File: src/rtl/bypass_net.sv
// Operand forwarding network: per-port priority select across in-flight stages,
// writeback and a short writeback history. Optional perf counters: BYPASS_PERF_EN.
module bypass_net #(
  parameter int unsigned DATA_W = 64,
  parameter int unsigned REG_W  = 5,
  parameter int unsigned N_RD   = 2,
  parameter int unsigned N_STG  = 3,
  parameter int unsigned HIST_D = 1
) (
  input  logic                    clk_i,
  input  logic                    rstn_i,
  input  logic [N_RD*REG_W-1:0]   rd_addr_i,
  input  logic [N_RD*DATA_W-1:0]  rf_data_i,
  input  logic [N_STG-1:0]        stg_we_i,
  input  logic [N_STG-1:0]        stg_rdy_i,
  input  logic [N_STG*REG_W-1:0]  stg_dst_i,
  input  logic [N_STG*DATA_W-1:0] stg_data_i,
  input  logic                    wb_we_i,
  input  logic [REG_W-1:0]        wb_dst_i,
  input  logic [DATA_W-1:0]       wb_data_i,
  output logic [N_RD*DATA_W-1:0]  bypass_o,
  output logic [N_RD-1:0]         fwd_hit_o,
  output logic                    stall_o
`ifdef BYPASS_PERF_EN
  ,
  output logic [31:0]             perf_fwd_cnt_o,
  output logic [31:0]             perf_stall_cnt_o
`endif
);

  localparam int unsigned CNT_W = 32;
  localparam int unsigned SUM_W = CNT_W + 1;

  logic [HIST_D-1:0] hist_vld_q, hist_vld_d;
  logic [REG_W-1:0]  hist_dst_q  [HIST_D];
  logic [REG_W-1:0]  hist_dst_d  [HIST_D];
  logic [DATA_W-1:0] hist_data_q [HIST_D];
  logic [DATA_W-1:0] hist_data_d [HIST_D];

  logic [N_RD*DATA_W-1:0] bypass_c;
  logic [N_RD-1:0]        hit_c;
  logic [N_RD-1:0]        pend_c;

  // History shift: entry 0 captures this cycle's writeback; x0 writes are never valid.
  always_comb begin : hist_next
    hist_vld_d     = '0;
    hist_vld_d[0]  = wb_we_i & (wb_dst_i != '0);
    hist_dst_d[0]  = wb_dst_i;
    hist_data_d[0] = wb_data_i;
    for (int k = 1; k < int'(HIST_D); k++) begin
      hist_vld_d[k]  = hist_vld_q[k-1];
      hist_dst_d[k]  = hist_dst_q[k-1];
      hist_data_d[k] = hist_data_q[k-1];
    end
  end

  always_ff @(posedge clk_i or negedge rstn_i) begin
    if (!rstn_i) begin
      hist_vld_q <= '0;
      for (int k = 0; k < int'(HIST_D); k++) begin
        hist_dst_q[k]  <= '0;
        hist_data_q[k] <= '0;
      end
    end else begin
      hist_vld_q  <= hist_vld_d;
      hist_dst_q  <= hist_dst_d;
      hist_data_q <= hist_data_d;
    end
  end

  // Per-port select, youngest producer first; the first match decides data and pending state.
  always_comb begin : sel_comb
    logic [REG_W-1:0]  addr;
    logic [DATA_W-1:0] data;
    logic              found;
    bypass_c = '0;
    hit_c    = '0;
    pend_c   = '0;
    addr     = '0;
    data     = '0;
    found    = 1'b0;
    for (int p = 0; p < int'(N_RD); p++) begin
      addr  = rd_addr_i[p*REG_W +: REG_W];
      data  = rf_data_i[p*DATA_W +: DATA_W];
      found = 1'b0;
      for (int s = 0; s < int'(N_STG); s++) begin
        if (!found && stg_we_i[s] && (stg_dst_i[s*REG_W +: REG_W] == addr)) begin
          found     = 1'b1;
          data      = stg_data_i[s*DATA_W +: DATA_W];
          pend_c[p] = ~stg_rdy_i[s];
        end
      end
      if (!found && wb_we_i && (wb_dst_i == addr)) begin
        found = 1'b1;
        data  = wb_data_i;
      end
      for (int h = 0; h < int'(HIST_D); h++) begin
        if (!found && hist_vld_q[h] && (hist_dst_q[h] == addr)) begin
          found = 1'b1;
          data  = hist_data_q[h];
        end
      end
      if (addr == '0) begin
        found     = 1'b0;
        data      = '0;
        pend_c[p] = 1'b0;
      end
      hit_c[p]                     = found;
      bypass_c[p*DATA_W +: DATA_W] = data;
    end
  end

  assign bypass_o  = bypass_c;
  assign fwd_hit_o = hit_c;
  assign stall_o   = |pend_c;

`ifdef BYPASS_PERF_EN
  logic [CNT_W-1:0] fwd_cnt_q, fwd_cnt_d;
  logic [CNT_W-1:0] stall_cnt_q, stall_cnt_d;
  logic [SUM_W-1:0] fwd_sum;

  // Saturating counters; forwarded operands only count on non-stalled cycles.
  always_comb begin : perf_next
    fwd_sum     = {1'b0, fwd_cnt_q};
    stall_cnt_d = stall_cnt_q;
    if (!stall_o) begin
      for (int p = 0; p < int'(N_RD); p++) begin
        fwd_sum = fwd_sum + SUM_W'(hit_c[p]);
      end
    end
    fwd_cnt_d = fwd_sum[CNT_W] ? '1 : fwd_sum[CNT_W-1:0];
    if (stall_o && (stall_cnt_q != '1)) begin
      stall_cnt_d = stall_cnt_q + CNT_W'(1);
    end
  end

  always_ff @(posedge clk_i or negedge rstn_i) begin
    if (!rstn_i) begin
      fwd_cnt_q   <= '0;
      stall_cnt_q <= '0;
    end else begin
      fwd_cnt_q   <= fwd_cnt_d;
      stall_cnt_q <= stall_cnt_d;
    end
  end

  assign perf_fwd_cnt_o   = fwd_cnt_q;
  assign perf_stall_cnt_o = stall_cnt_q;
`endif

endmodule

File: config.mk
export PLATFORM = sky130hd
export DESIGN_NAME = bypass_net
export DESIGN_NICKNAME = d
export VERILOG_FILES = /design/src/rtl/bypass_net.sv
export SDC_FILE = /design/constraint.sdc
export NUM_CORES = 1
export LEC_CHECK = 0
export ABC_CLOCK_PERIOD_IN_PS = 2500
export BUFFER_PORTS_ARGS = -buffer_cell sky130_fd_sc_hd__buf_4
export CAP_MARGIN = 20
export CORE_AREA = 2 2 217 219
export DETAILED_ROUTE_END_ITERATION = 12
export DIE_AREA = 0 0 219 221
export PLACE_DENSITY = 0.41
export SETUP_SLACK_MARGIN = 0.4
export SYNTH_ARGS = -nofsm -noshare
export SYNTH_HDL_FRONTEND = slang
export SYNTH_SLANG_ARGS = --single-unit
export TNS_END_PERCENT = 5
File: constraint.sdc
create_clock -name clk_i -period 2.5 [get_ports clk_i]
set_clock_uncertainty 0.1 [all_clocks]
set_input_delay 0.5 -clock clk_i [delete_from_list [all_inputs] [get_ports clk_i]]
set_output_delay 0.5 -clock clk_i [all_outputs]
set_load 0.05 [all_outputs]
==> summary.txt <==
Synth
  • Syn Nets: 1440
  • Post-synth top area share: 0.207
  • Most common flop cell mapped by yosys: dfrtp_1
  • Post-Synthesis Cells: between 1000 and 1500
  • Post-synth EDFFs: 0
  • Async S/R FF share, synth: 1.00
  • Synth cell count leaders: nand2_1 (132), o221a_1 (81), nor3_1 (71)
  • Most frequent cell after synthesis: nand2_1
  • Cell variety after synth: 50
  • Post-synthesis register bit count: 70
  • Yosys warns: 0
  • Synthesized cell area: between 0.008 and 0.009 mm²
  • Seq/Total Area, Yosys: 0.207
  • Top post-synthesis cells by area: dfrtp_1 (21%), o221a_1 (11%), o32a_1 (7.3%), o221ai_1 (6.9%), o221a_2 (6.0%)
  • Syn_area_per_cell: around 8.3 µm²
  • Dominant cell type by area after synthesis: dfrtp_1

GRT
  • Antenna violations before repair: 2
  • GRT Util Overall: 0.255
  • Vias in the first global route: around 13000
  • Total grt overflow: 0
  • First-pass GRT wire length: 90300 µm
  • Largest net degree at the start of global routing: 35

Clock network
  • CTS Buf Count: 9
  • Worst-case clock buffer depth: 2
  • Root buffer cell: clkbuf_16
  • Clock slew at reported path FFs: approximately 0.06 ns
  • # clock sinks: 70
  • CTS tree: done
  • Htree depth: 3

Timing
  • Slew Limit Fails: 0
  • Setup WS post-layout: -0.639 ns
  • Crit path time final: roughly 3.1 ns
  • Final setup fails: roughly 130
  • Peak Freq: 0.319 GHz
  • Fin. Hold Viols: 0
  • Fin crit share: 1.26
  • Worst-Margin Slew: between 0.5 and 0.6 ns
  • Worst relative slew slack: 0.658
  • Unrepaired setup endpoints after global routing: yes

Placement
  • Gp weighted congestion: ~0.9
  • Placed Cells: ~2200
  • Port bufs: between 500 and 600
  • DP Wirelength: 47300 µm

Critical path
  • Delay-heaviest family, CP: simple AND/OR/NAND/NOR gates
  • Crit path buf inv count: 5
  • CP max stage delay: approximately 0.37 ns
  • Startpoint types: input pin
  • CP Capture Type: primary output
  • CP Data Required Time: 1.90 ns
  • Critical path origin: stg_dst_i[12]
  • Critical path depth: 11
  • CP max stage cell: nor4_4
  • WS Path Type: in -> out
  • Worst path cell trace: buf_8, xor2_4, nor4_4, nand3_2, nand4_4, buf_6, buf_12, buf_8, o221ai_4, a311oi_4, buf_6
  • Worst-path fanout max: 8
  • Data arrival time of the critical path: approximately 2.5 ns

Power
  • P_leak: ~8.0 nW
  • Max VDD drop: around 310 µV
  • PwrDens: approximately 360 mW/mm²

Worst hold path
  • Hold_sp: wb_data_i[62]
  • Hold Crit Class: in -> reg
  • Hold Crit Depth: 1
  • Worst hold path endpoint: hist_data_q[62]

Die
  • Core ar.: ~0.046 mm²
  • Die Wd: 219 µm
  • Initial core utilization: 0.184
  • Core Rows: 79
  • I/O Pins: 554
  • Die area: 0.0484 mm²
  • Die height: 221 µm

Layout
  • Final Util: 0.408
  • P&R area growth vs syn: 122%
  • Share of layout cells above drive strength 1: 0.666
  • Layout Cells excl Fill: 2260
  • Final Net Count: just over 2000

Outcome
  • Failing checks: negative setup slack
  • Status: finished with violations

Routing
  • Met3 WL: ~5300 µm
  • Metal-1 WL: about 26000 µm
  • Vias per cell: roughly 5.3
  • Post-route ant nets: 0
  • First-pass DRT Iterations: 4
  • Routed via count: between 10000 and 15000
  • Met2 wire length: 31700 µm
  • Wirelength per Cell: around 29 µm
  • DR top layer: met4
  • WL final: between 60000 and 70000 µm
  • Initial DRC count: 794
  • Number of remaining DRC errors: 0

Job
  • Max cap viols: 0
## registers in the layout, indices dropped and copies added, names as in the netlist
signal	flops
hist_data_q	64
hist_dst_q	5
hist_vld_q	1
## per-layer routing
metal	up-vias	GRT usage
li1	5379	-
met1	6034	0.315
met2	583	0.439
met3	66	0.0668
met4	0	0.0595
met5	-	0
## worst max-delay path by stage
stage	end	slack [ns]
finish	bypass_o[51]	-0.64
global route	bypass_o[57]	-0.71
floorplan	bypass_o[53]	-0.38
global placement	bypass_o[12]	-0.82
CTS	bypass_o[51]	-0.67
detailed placement	bypass_o[12]	-0.79
## through the flow
stage | hold WS, ns | power (W) | setup TNS (ns) | worst slack [ns] | area, µm²
6_report | 0.142 | 0.00668 | -67.32 | -0.639 | 18800
5_1_grt | 0.122 | 0.00695 | -80.26 | -0.715 | 18800
4_1_cts | 0.118 | 0.00660 | -73.04 | -0.666 | 18100
3_5_place_dp | 0.365 | 0.00472 | -87.68 | -0.791 | 16000
3_3_place_gp | 0.358 | 0.00472 | -92.79 | -0.817 | 16000
2_1_floorplan | 0.104 | 0.00322 | -45.15 | -0.378 | 10200
## logic make-up (layout without fill, tap and decap cells)
group / Yosys count / count (layout) / share of synthesized area
compound gates: 334 / 334 / 0.399
simple gates: 366 / 366 / 0.219
mux: 1 / 1 / 0.00118
other cells: 0 / 2 / 0
xor+xnor: 50 / 50 / 0.0518
flops: 70 / 70 / 0.207
buf+inv: 196 / 830 / 0.122
## placed cells by master (no fill, tap or decap), types with 41 or more instances in the layout
cell type / count
o221a_2: 44
nand3_1: 41
o221ai_2: 58
buf_8: 53
and3_4: 54
nor3_1: 52
nand2_1: 111
buf_12: 77
o221a_1: 81
buf_6: 97
o32a_1: 62
buf_4: 505
a311oi_4: 63
inv_1: 64
dfrtp_1: 70
## power by group
group	internal, W	switching (W)
clock	0.000779	0.000609
sequential	0.00119	0.0000491
combinational	0.00188	0.00217
total	0.00385	0.00283
## area by class of cell
class | instances | area (µm²)
fillers | 4657 | 27300
multi-input cells | 751 | 8060
repair buffers | 750 | 7700
flip-flops and latches | 70 | 1750
well taps | 607 | 759
clock buffers | 15 | 288
inverters | 65 | 245
diodes | 2 | 5.00
## timing repair
action	CTS	global route
gates cloned	10	5
endpoints found under the hold margin	20	0
gates resized for setup	282	103
pin swaps	79	58
setup buffers	31	5
hold buffers	1	0
setup endpoints to repair	131	131
Power figures use the tool's default switching activity.
